$ cat config.mk
export PLATFORM = sky130hd
export DESIGN_NAME = uart_frame_parser
export DESIGN_NICKNAME = d
export VERILOG_FILES = /design/src/rtl/uart_frame_parser_pkg.sv /design/src/rtl/uart_frame_parser_buf.sv /design/src/rtl/uart_frame_parser.sv
export SDC_FILE = /design/constraint.sdc
export NUM_CORES = 1
export LEC_CHECK = 0
export CORE_MARGIN = 2
export CORE_UTILIZATION = 61
export DETAILED_ROUTE_END_ITERATION = 8
export PLACE_DENSITY = 0.9
export SYNTH_ARGS = -nofsm -noshare
export SYNTH_HDL_FRONTEND = slang
export SYNTH_HIERARCHICAL = 1
export SYNTH_SLANG_ARGS = --single-unit
$ cat constraint.sdc
create_clock -name w_user_clk -period 4.05 [get_ports w_user_clk]
set_input_delay 0.81 -clock w_user_clk [delete_from_list [all_inputs] [get_ports w_user_clk]]
set_output_delay 0.81 -clock w_user_clk [all_outputs]
set_load 0.05 [all_outputs]
$ cat src/rtl/uart_frame_parser_pkg.sv
// Shared types for the UART command-frame parser: FSM states, error codes, default header.
// Latency: n/a (types and constants only).
// Backpressure: n/a.
package uart_frame_parser_pkg;

    typedef enum logic [2:0] {
        S_IDLE = 3'd0,
        S_CMD  = 3'd1,
        S_LEN  = 3'd2,
        S_PLD  = 3'd3,
        S_CSUM = 3'd4,
        S_OUT  = 3'd5
    } state_t;

    typedef enum logic [1:0] {
        ERR_NONE    = 2'd0,
        ERR_CSUM    = 2'd1,
        ERR_LEN     = 2'd2,
        ERR_TIMEOUT = 2'd3
    } err_code_t;

    localparam logic [7:0] DEF_HEADER = 8'hA5;

    // Address/counter width able to hold values 0..depth-1 (never below 1 bit).
    function automatic int addr_w(input int depth);
        return (depth > 1) ? $clog2(depth) : 1;
    endfunction

endpackage

$ cat src/rtl/uart_frame_parser_buf.sv
// Payload store: P_DEPTH x 8 simple dual-port RAM, one write port, one read port.
// Latency: read data appears one clock after rd_en/rd_addr; write lands at the clock edge.
// Backpressure: none; rd_dat holds its value while rd_en is low.
module uart_frame_parser_buf #(
    parameter int P_DEPTH = 16,
    parameter int P_AW    = 4
) (
    input  logic            w_user_clk,
    input  logic            wr_en,
    input  logic [P_AW-1:0] wr_addr,
    input  logic [7:0]      wr_dat,
    input  logic            rd_en,
    input  logic [P_AW-1:0] rd_addr,
    output logic [7:0]      rd_dat
);

    logic [7:0] mem_q [P_DEPTH];
    logic [7:0] rd_dat_q;
    logic [7:0] rd_dat_d;

    // Next read-data value: only refreshed on an explicit read so a stalled consumer sees stable data.
    always_comb begin
        rd_dat_d = rd_dat_q;
        if (rd_en) begin
            rd_dat_d = mem_q[rd_addr];
        end
    end

    // Memory array and registered read port.
    always_ff @(posedge w_user_clk) begin
        if (wr_en) begin
            mem_q[wr_addr] <= wr_dat;
        end
        rd_dat_q <= rd_dat_d;
    end

    assign rd_dat = rd_dat_q;

endmodule

$ cat src/rtl/uart_frame_parser.sv
// Assembles 0xA5|CMD|LEN|payload|CSUM frames from a UART byte strobe and streams verified payloads.
// Latency: CSUM byte at N -> o_frm_ok at N+1, first payload beat at N+2; then 1 beat/clk.
// Backpressure: i_pld_ready stalls the payload stream; bytes arriving while streaming are dropped (o_overrun).
module uart_frame_parser
    import uart_frame_parser_pkg::*;
#(
    parameter int         P_MAX_LEN      = 16,
    parameter int         P_TIMEOUT_CLKS = 50000,
    parameter logic [7:0] P_HEADER       = DEF_HEADER
) (
    input  logic       w_user_clk,
    input  logic       w_user_rst,
    input  logic [7:0] i_rx_data,
    input  logic       i_rx_valid,
    output logic [7:0] o_frm_cmd,
    output logic [7:0] o_frm_len,
    output logic       o_frm_ok,
    output logic       o_frm_err,
    output logic [1:0] o_err_code,
    output logic [7:0] o_pld_data,
    output logic       o_pld_valid,
    output logic       o_pld_last,
    input  logic       i_pld_ready,
    output logic       o_overrun,
    output logic       o_busy
);

    localparam int              AW        = addr_w(P_MAX_LEN);
    localparam int              TW        = addr_w(P_TIMEOUT_CLKS);
    localparam logic [TW-1:0]   TMO_MAX   = TW'(P_TIMEOUT_CLKS - 1);
    localparam logic [7:0]      MAX_LEN_B = 8'(P_MAX_LEN);

    state_t        state_q, state_d;
    logic [7:0]    cmd_q, cmd_d;
    logic [7:0]    len_q, len_d;
    logic [7:0]    csum_q, csum_d;
    logic [7:0]    wr_idx_q, wr_idx_d;
    logic [7:0]    rd_idx_q, rd_idx_d;
    logic [TW-1:0] tmo_q, tmo_d;
    logic          frm_ok_q, frm_ok_d;
    logic          frm_err_q, frm_err_d;
    err_code_t     err_code_q, err_code_d;
    logic [7:0]    frm_cmd_q, frm_cmd_d;
    logic [7:0]    frm_len_q, frm_len_d;
    logic          overrun_q, overrun_d;
    logic          busy_q, busy_d;
    // RAM output stage: rd_dat holds a fetched beat not yet moved to the output register.
    logic          ram_vld_q, ram_vld_d;
    logic          ram_last_q, ram_last_d;
    // Output register presented to the consumer.
    logic          out_vld_q, out_vld_d;
    logic [7:0]    out_dat_q, out_dat_d;
    logic          out_last_q, out_last_d;

    logic          in_frame;
    logic          tmo_hit;
    logic          move;
    logic          buf_we;
    logic          rd_en;
    logic [AW-1:0] rd_addr;
    logic [7:0]    rd_dat;

    uart_frame_parser_buf #(
        .P_DEPTH (P_MAX_LEN),
        .P_AW    (AW)
    ) u_buf (
        .w_user_clk (w_user_clk),
        .wr_en      (buf_we),
        .wr_addr    (wr_idx_q[AW-1:0]),
        .wr_dat     (i_rx_data),
        .rd_en      (rd_en),
        .rd_addr    (rd_addr),
        .rd_dat     (rd_dat)
    );

    assign in_frame = (state_q == S_CMD) || (state_q == S_LEN) ||
                      (state_q == S_PLD) || (state_q == S_CSUM);
    assign tmo_hit  = in_frame && !i_rx_valid && (tmo_q == TMO_MAX);
    assign move     = ram_vld_q && (!out_vld_q || i_pld_ready);

    // Next-state logic: frame assembly, checksum, timeout, and the prefetching output pipeline.
    always_comb begin
        state_d    = state_q;
        cmd_d      = cmd_q;
        len_d      = len_q;
        csum_d     = csum_q;
        wr_idx_d   = wr_idx_q;
        rd_idx_d   = rd_idx_q;
        tmo_d      = '0;
        frm_ok_d   = 1'b0;
        frm_err_d  = 1'b0;
        err_code_d = err_code_q;
        frm_cmd_d  = frm_cmd_q;
        frm_len_d  = frm_len_q;
        overrun_d  = 1'b0;
        ram_vld_d  = ram_vld_q;
        ram_last_d = ram_last_q;
        out_vld_d  = out_vld_q;
        out_dat_d  = out_dat_q;
        out_last_d = out_last_q;
        buf_we     = 1'b0;
        rd_en      = 1'b0;
        rd_addr    = '0;

        if (in_frame && !i_rx_valid) begin
            tmo_d = tmo_q + TW'(1);
        end

        case (state_q)
            S_IDLE: begin
                if (i_rx_valid && (i_rx_data == P_HEADER)) begin
                    state_d = S_CMD;
                end
            end
            S_CMD: begin
                if (i_rx_valid) begin
                    cmd_d   = i_rx_data;
                    csum_d  = i_rx_data;
                    state_d = S_LEN;
                end
            end
            S_LEN: begin
                if (i_rx_valid) begin
                    len_d    = i_rx_data;
                    csum_d   = csum_q + i_rx_data;
                    wr_idx_d = '0;
                    if (i_rx_data > MAX_LEN_B) begin
                        frm_err_d  = 1'b1;
                        err_code_d = ERR_LEN;
                        state_d    = S_IDLE;
                    end else if (i_rx_data == 8'd0) begin
                        state_d = S_CSUM;
                    end else begin
                        state_d = S_PLD;
                    end
                end
            end
            S_PLD: begin
                if (i_rx_valid) begin
                    buf_we   = 1'b1;
                    csum_d   = csum_q + i_rx_data;
                    wr_idx_d = wr_idx_q + 8'd1;
                    if ((wr_idx_q + 8'd1) == len_q) begin
                        state_d = S_CSUM;
                    end
                end
            end
            S_CSUM: begin
                if (i_rx_valid) begin
                    if (i_rx_data != csum_q) begin
                        frm_err_d  = 1'b1;
                        err_code_d = ERR_CSUM;
                        state_d    = S_IDLE;
                    end else begin
                        frm_ok_d  = 1'b1;
                        frm_cmd_d = cmd_q;
                        frm_len_d = len_q;
                        if (len_q == 8'd0) begin
                            state_d = S_IDLE;
                        end else begin
                            // Issue the first read now so the first beat is presented one clock after o_frm_ok.
                            state_d    = S_OUT;
                            rd_en      = 1'b1;
                            rd_idx_d   = 8'd1;
                            ram_vld_d  = 1'b1;
                            ram_last_d = (len_q == 8'd1);
                            out_vld_d  = 1'b0;
                        end
                    end
                end
            end
            S_OUT: begin
                if (i_rx_valid) begin
                    overrun_d = 1'b1;
                end
                if (out_vld_q && i_pld_ready) begin
                    out_vld_d = 1'b0;
                end
                if (move) begin
                    out_vld_d  = 1'b1;
                    out_dat_d  = rd_dat;
                    out_last_d = ram_last_q;
                    ram_vld_d  = 1'b0;
                end
                // Prefetch whenever the RAM stage will be free next clock.
                if ((rd_idx_q != len_q) && (!ram_vld_q || move)) begin
                    rd_en      = 1'b1;
                    rd_addr    = rd_idx_q[AW-1:0];
                    rd_idx_d   = rd_idx_q + 8'd1;
                    ram_vld_d  = 1'b1;
                    ram_last_d = ((rd_idx_q + 8'd1) == len_q);
                end
                if (out_vld_q && i_pld_ready && out_last_q) begin
                    state_d = S_IDLE;
                end
            end
            default: begin
                state_d = S_IDLE;
            end
        endcase

        // Idle gap inside a frame expired: abandon the frame.
        if (tmo_hit) begin
            frm_err_d  = 1'b1;
            err_code_d = ERR_TIMEOUT;
            state_d    = S_IDLE;
            tmo_d      = '0;
        end

        busy_d = (state_d != S_IDLE);
    end

    // All parser state and registered outputs; reset discards any frame in progress.
    always_ff @(posedge w_user_clk or posedge w_user_rst) begin
        if (w_user_rst) begin
            state_q    <= S_IDLE;
            cmd_q      <= '0;
            len_q      <= '0;
            csum_q     <= '0;
            wr_idx_q   <= '0;
            rd_idx_q   <= '0;
            tmo_q      <= '0;
            frm_ok_q   <= 1'b0;
            frm_err_q  <= 1'b0;
            err_code_q <= ERR_NONE;
            frm_cmd_q  <= '0;
            frm_len_q  <= '0;
            overrun_q  <= 1'b0;
            busy_q     <= 1'b0;
            ram_vld_q  <= 1'b0;
            ram_last_q <= 1'b0;
            out_vld_q  <= 1'b0;
            out_dat_q  <= '0;
            out_last_q <= 1'b0;
        end else begin
            state_q    <= state_d;
            cmd_q      <= cmd_d;
            len_q      <= len_d;
            csum_q     <= csum_d;
            wr_idx_q   <= wr_idx_d;
            rd_idx_q   <= rd_idx_d;
            tmo_q      <= tmo_d;
            frm_ok_q   <= frm_ok_d;
            frm_err_q  <= frm_err_d;
            err_code_q <= err_code_d;
            frm_cmd_q  <= frm_cmd_d;
            frm_len_q  <= frm_len_d;
            overrun_q  <= overrun_d;
            busy_q     <= busy_d;
            ram_vld_q  <= ram_vld_d;
            ram_last_q <= ram_last_d;
            out_vld_q  <= out_vld_d;
            out_dat_q  <= out_dat_d;
            out_last_q <= out_last_d;
        end
    end

    assign o_frm_cmd   = frm_cmd_q;
    assign o_frm_len   = frm_len_q;
    assign o_frm_ok    = frm_ok_q;
    assign o_frm_err   = frm_err_q;
    assign o_err_code  = err_code_q;
    assign o_pld_data  = out_dat_q;
    assign o_pld_valid = out_vld_q;
    assign o_pld_last  = out_last_q;
    assign o_overrun   = overrun_q;
    assign o_busy      = busy_q;

endmodule

==> results.sh, run 1 <==
export IMPL_vias=6705
export IMPL_max_freq_mhz=297
export IMPL_ir_worst_vdd_mv=0.360
export IMPL_holdWs_ps=462
export IMPL_slew_viol_final=0
export IMPL_fillers=1064
export IMPL_worst_slew_pin_slew_ps=911
export IMPL_seq_area_sq_um=6410
export IMPL_maxSlewHeadroom=0.391
export IMPL_startpoint="state_q[2]"
export IMPL_path_max_fanout=12
export IMPL_finalClockSkew_ps=18.6
export IMPL_synth_cell_types=71
export IMPL_grt_pass1_vias=6680
export IMPL_cp_cell_sequence="nand2b_4 -> or2_4 -> a221oi_4 -> and2_2 -> buf_4 -> mux4_1 -> a22oi_1 -> nand2_1"
export IMPL_overflow=0
export IMPL_rsz0062_at_grt="no"
export IMPL_cts_tree="yes"
export IMPL_startpoint_type="flip-flop"
export IMPL_core_sq_um=16600
export IMPL_cellPowerDensity_nw_per_um2=405
export IMPL_cpPeakStageDelay_ps=650
export IMPL_switching_share=0.223
export IMPL_hpwl_mm=14.9
export IMPL_rr_endpoint="u_buf/rd_dat[2]"
export IMPL_rows=47
export IMPL_yosysWarnings=6
export IMPL_synth_main_ff_cell="edfxtp_1"
export IMPL_io_buffers=43
export IMPL_ys_seq_area_frac=0.619
export IMPL_first_iter_violations=662
export IMPL_cts_sinks=229
export IMPL_hold_end="tmo_q[0]"
export IMPL_arrival_ps=3630
export IMPL_leakage_nw=4.42
export IMPL_hold_violations=0
export IMPL_setup_tns_ps=0
export IMPL_place_inst=1019
export IMPL_rrSetupSlack_ps=690
export IMPL_r2r_cells=8
export IMPL_grt_max_degree=57
export IMPL_clkPwrFrac=0.419
export IMPL_grt_usage=0.268
export IMPL_fin_crit_sh=0.830
export IMPL_ioPinCount=44
export IMPL_nets=847
export IMPL_min_period_ps=3360
export IMPL_path_delay_family="simple AND/OR/NAND/NOR gates"
export IMPL_drive_gt1_frac=0.164
export IMPL_synth_fp_nets=784
export IMPL_avgSynthCellArea_sq_um=13.6
export IMPL_required_ps=4320
export IMPL_globalplace_congestion=0.891
export IMPL_syn_inst=761
export IMPL_status="finished, final reports clean"
export IMPL_syn2layout_area_growth_pct=13.5
export IMPL_die_h_um=134
export IMPL_grt_pass1_wl_mm=36.7
export IMPL_htreeDepth=1
export IMPL_die_area_sq_um=18000
export IMPL_drc_errors=0
export IMPL_power_switching_mw=1.06
export IMPL_start_util=0.625
export IMPL_synth_edf_count=136
export IMPL_die_w_um=134
export IMPL_combPwrFrac=0.048
export IMPL_finalSetupViolCount=0
export IMPL_clkLatencyLatePin_ps=520
export IMPL_p_total_mw=4.76
export IMPL_path_buf_inv=1
export IMPL_setup_worst_path_class="flip-flop to flip-flop"
export IMPL_hp_class="flip-flop to flip-flop"
export IMPL_root_buffer="clkbuf_16"
export IMPL_diodes=0
export IMPL_stdcell_count=1061
export IMPL_postCtsSetupBuffers=0
export IMPL_min_path_cells=1
export IMPL_internal_power_mw=3.70
export IMPL_drtAntennaViolNets=0
export IMPL_cap_violations=0
export IMPL_cts_repair_resized=0
export IMPL_multi_input_area_sq_um=3630
export IMPL_wl_mm=23.2
export IMPL_cts_made_buffers=23
export IMPL_crit_path_top_delay_cell="dfrtp_1"
export IMPL_wl_per_cell_um=21.9
export IMPL_r2r_start="state_q[2]"
export IMPL_p_seq_frac=0.533
export IMPL_vias_per_cell=6.32
export IMPL_syn_area_sq_um=10400
export IMPL_antenna_found_initial=0
export IMPL_synth_seq_cells=229
export IMPL_ys_async_sr_fraction=0.406
export IMPL_critPathCaptureType="flip-flop"
export IMPL_cts_hold_buf=0
export IMPL_clock_path_buffers=3
export IMPL_holdCritStartpoint="tmo_q[0]"
export IMPL_drtPass1Iterations=6
export IMPL_clkSlewWorstSetupHoldPaths_ps=60
==> power groups by stage <==
| stage | Sequential [mW] | Combinational (mW) | Clock (mW) |
|---|---|---|---|
| 2_1_floorplan | 2.57 | 0.141 | 0 |
| 3_3_place_gp | 2.58 | 0.218 | 0 |
| 3_5_place_dp | 2.58 | 0.227 | 0 |
| 4_1_cts | 2.53 | 0.228 | 2.02 |
| 5_1_grt | 2.54 | 0.253 | 2.10 |
| 6_report | 2.53 | 0.228 | 1.99 |
==> area by class of cell <==
cell class / count / area share
Inverter: 19 / 0.00628
Tap cell: 220 / 0.0234
Sequential cell: 229 / 0.546
Clock buffer: 26 / 0.0499
Clock inverter: 16 / 0.00948
Timing Repair Buffer: 74 / 0.0564
Multi-Input combinational cell: 477 / 0.309
==> placed cells by master (no fill, tap or decap), types with 22 or more instances in the layout <==
cell type          n
edfxtp_1         136
nor2_1            65
buf_4             31
xor2_1            24
mux2_2            29
nand2_1           82
clkdlybuf4s50_1   43
clkbuf_16         23
o21ai_0           27
dfrtp_1           93
a21oi_1           22
==> sequential cells by signal, indices dropped and copies added, names as in the netlist, 2 cells and up <==
name	count
o_frm_len	8
o_pld_data	8
rd_idx_q	8
tmo_q	16
u_buf/mem_q	128
o_err_code	2
u_buf/rd_dat	8
cmd_q	8
state_q	3
wr_idx_q	8
len_q	8
csum_q	8
o_frm_cmd	8
==> synth_stat cells (3+ instances only) <==
cell type / number / area share
nand3b_1: 3 / 0.0022
nor4_2: 3 / 0.0036
mux4_1: 14 / 0.036
nand2_1: 82 / 0.030
a22o_1: 4 / 0.0034
and3_1: 7 / 0.0042
clkbuf_2: 3 / 0.0014
buf_2: 11 / 0.0053
mux2_2: 29 / 0.032
xnor2_1: 17 / 0.014
ha_1: 10 / 0.012
nand2b_1: 7 / 0.0042
or2_2: 3 / 0.0018
nor4_1: 6 / 0.0036
mux4_2: 18 / 0.039
buf_4: 6 / 0.0043
inv_1: 17 / 0.0062
o21ai_0: 27 / 0.013
clkdlybuf4s25_2: 3 / 0.0029
nand4_1: 4 / 0.0024
o21a_1: 4 / 0.0029
nor3b_1: 3 / 0.0022
o31ai_1: 4 / 0.0029
o211ai_1: 4 / 0.0029
a21oi_1: 22 / 0.011
dfrtp_1: 93 / 0.22
nand3_1: 15 / 0.0072
buf_6: 7 / 0.0076
edfxtp_1: 136 / 0.39
mux2i_1: 4 / 0.0039
clkbuf_1: 6 / 0.0022
nor2_1: 65 / 0.024
and2_1: 6 / 0.0036
xor2_1: 24 / 0.020
o21ai_1: 10 / 0.0048
a22oi_1: 16 / 0.012
nor3_1: 19 / 0.0092
nor2b_1: 6 / 0.0036
a31oi_1: 5 / 0.0030
==> metrics by stage <==
step                      utilization  area (sq um)  setup WS (ps)
final                           0.709         11800            687
after global routing            0.709         11800            519
after CTS                       0.709         11800            748
after detailed placement        0.667         11100            364
after global placement          0.667         11100            464
after floorplan                     -         10400            820
==> worst register-to-register path: stages, from the launching register on <==
cell,delay [ps]
dfrtp_1,650
nand2b_4,150
or2_4,340
a221oi_4,220
and2_2,470
buf_4,290
mux4_1,620
a22oi_1,290
nand2_1,90
==> cells by family (layout without fill, tap and decap cells) <==
logic type | Yosys count | count (layout) | share of synthesized area
AOI/OAI and AO/OA | 113 | 113 | 0.0715
xor gates and xnor gates | 43 | 43 | 0.0378
adders and majority gates | 11 | 11 | 0.0140
buffers and inverters | 55 | 135 | 0.0307
DFF | 229 | 229 | 0.619
muxes | 65 | 65 | 0.110
and+or+nand+nor | 245 | 245 | 0.117
==> worst max path at each step <==
| stage | end | slack, ps | depth (start not counted) |
|---|---|---|---|
| after detailed placement | u_buf/rd_dat[2] | 360 | 8 |
| after global placement | u_buf/rd_dat[2] | 460 | 8 |
| after floorplan | cmd_q[0] | 820 | 1 |
| final | u_buf/rd_dat[2] | 690 | 8 |
| after global routing | u_buf/rd_dat[2] | 520 | 8 |
| after CTS | u_buf/rd_dat[2] | 750 | 8 |
==> layer usage <==
metal,vias up,GRT usage,wire (um)
met5,-,0,0
met4,0,0.113,917
met1,3372,0.365,9290
li1,2945,-,-
met2,318,0.437,11500
met3,70,0.0412,1570
Power figures use the tool's default switching activity.
==> run 2, diff against run 1 <==
- CORE_UTILIZATION: 61 -> 55
- PLACE_DENSITY: 0.9 -> 0.86
- clock period: 4.05 -> 2.7 ns (I/O delays scaled with it)
==> results.sh, run 2 (synthesis gave the netlist of run 1 again) <==
export IMPL_drtAntennaViolNets=0
export IMPL_required_ps=2970
export IMPL_grt_usage=0.239
export IMPL_die_h_um=141
export IMPL_die_area_sq_um=19900
export IMPL_vias_per_cell=5.99
export IMPL_setup_tns_ps=0
export IMPL_final_cell_mix="edfxtp_1, dfrtp_1, nand2_1, buf_4, nor2_1"
export IMPL_hold_violations=0
export IMPL_die_w_um=141
export IMPL_worst_slew_pin_slew_ps=615
export IMPL_fin_util=0.674
export IMPL_rsz0062_at_grt="yes"
export IMPL_start_util=0.557
export IMPL_cts_tree="yes"
export IMPL_finalSetupViolCount=0
export IMPL_overflow=0
export IMPL_max_freq_mhz=375
export IMPL_clkSlewWorstSetupHoldPaths_ps=60
export IMPL_wl_per_cell_um=21.0
export IMPL_htreeDepth=1
export IMPL_drc_errors=0
export IMPL_finalClockSkew_ps=21.7
export IMPL_cts_sinks=229
export IMPL_grt_max_degree=94
export IMPL_final_common_cell="edfxtp_1"
export IMPL_root_buffer="clkbuf_16"
export IMPL_startpoint_type="flip-flop"
export IMPL_cts_made_buffers=24
export IMPL_drive_gt1_frac=0.243
export IMPL_syn2layout_area_growth_pct=21.0
export IMPL_rows=50
export IMPL_maxSlewHeadroom=0.586
export IMPL_grt_pass1_wl_mm=36.5
export IMPL_arrival_ps=2940
export IMPL_fin_crit_sh=0.988
export IMPL_first_iter_violations=623
export IMPL_hp_class="flip-flop to flip-flop"
export IMPL_leakage_nw=4.81
export IMPL_slew_viol_final=0
export IMPL_core_sq_um=18600
export IMPL_io_buffers=43
export IMPL_path_max_fanout=4
export IMPL_largest_register_ffs=128
export IMPL_ioPinCount=44
export IMPL_ir_worst_vdd_mv=0.406
export IMPL_setup_worst_path_class="flip-flop to flip-flop"
export IMPL_drtPass1Iterations=6
export IMPL_hpwl_mm=15.4
export IMPL_clock_path_buffers=3
export IMPL_clkLatencyLatePin_ps=520
export IMPL_grt_pass1_vias=6776
export IMPL_nets=906
export IMPL_antenna_found_initial=0
export IMPL_wl_mm=23.8
export IMPL_diodes=0
export IMPL_min_period_ps=2670
export IMPL_vias=6798
export IMPL_reg_top3="u_buf/mem_q x128, tmo_q x16"
export IMPL_critPathCaptureType="flip-flop"
export IMPL_globalplace_congestion=0.881
export IMPL_cts_hold_buf=0
export IMPL_cap_violations=0
export IMPL_largest_register="u_buf/mem_q"
export IMPL_cellPowerDensity_nw_per_um2=592
export IMPL_status="finished, final reports clean"
## run 2: final cells by class
type | instances | area (sq um)
Tap cell | 234 | 293
Multi-Input combinational cell | 477 | 3760
Inverter | 19 | 75.1
Fill cell | 1208 | 6050
Clock inverter | 10 | 75.1
Sequential cell | 229 | 6410
Clock buffer | 34 | 699
Timing Repair Buffer | 132 | 1210
## run 2: final timing paths
check                                 from              end  slack, ps  cells after the start
worst max-delay path              len_q[0]  u_buf/rd_dat[0]         30                      9
worst min-delay path              tmo_q[0]         tmo_q[0]        470                      1
worst max register to register    len_q[0]  u_buf/rd_dat[0]         30                      9
worst min register to register    tmo_q[0]         tmo_q[0]        470                      1
max in group asynchronous       w_user_rst        csum_q[0]       1770                      3
min in group asynchronous       w_user_rst         len_q[5]        510                      3
## run 2: critical path: stages, from the launching register on
cell and delay (ps):
dfrtp_1 420, xor2_2 230, nor4_2 90, a221oi_4 310, and2_4 230, buf_12 120, buf_4 100, mux4_1 540
a22oi_1 280, nand2_1 80
## run 2: through the flow
step / hold slack [ps] / setup slack (ps) / total power [mW] / cells / cell area (sq um)
detailed placement: 461 / -363 / 4.26 / 1086 / 11600
CTS: 470 / -44.1 / 7.45 / 1132 / 12400
global placement: 439 / -315 / 4.24 / 1086 / 11600
floorplan: 425 / -50.9 / 4.07 / 761 / 10400
finish: 466 / 33.2 / 7.42 / 1135 / 12500
global route: 485 / -2.42 / 7.65 / 1135 / 12500
## run 2: power breakdown
part | internal (mW) | switching [mW]
registers | 3.75 | 0.0289
clock network | 1.90 | 1.33
logic | 0.168 | 0.246
## run 2: repair_timing
action,CTS,global route
cloned,0,0
pin swaps,1,12
setup buffers,2,4
endpoints found under the setup margin,8,26
resized for setup,11,17
## run 2: layer usage
metal  part of all wire  global-route usage  routed length [um]
met3              0.062              0.0336                1480
met5                  0                   0                   0
met4              0.037              0.0958                 879
met1               0.39               0.306                9260
met2               0.51               0.415               12200
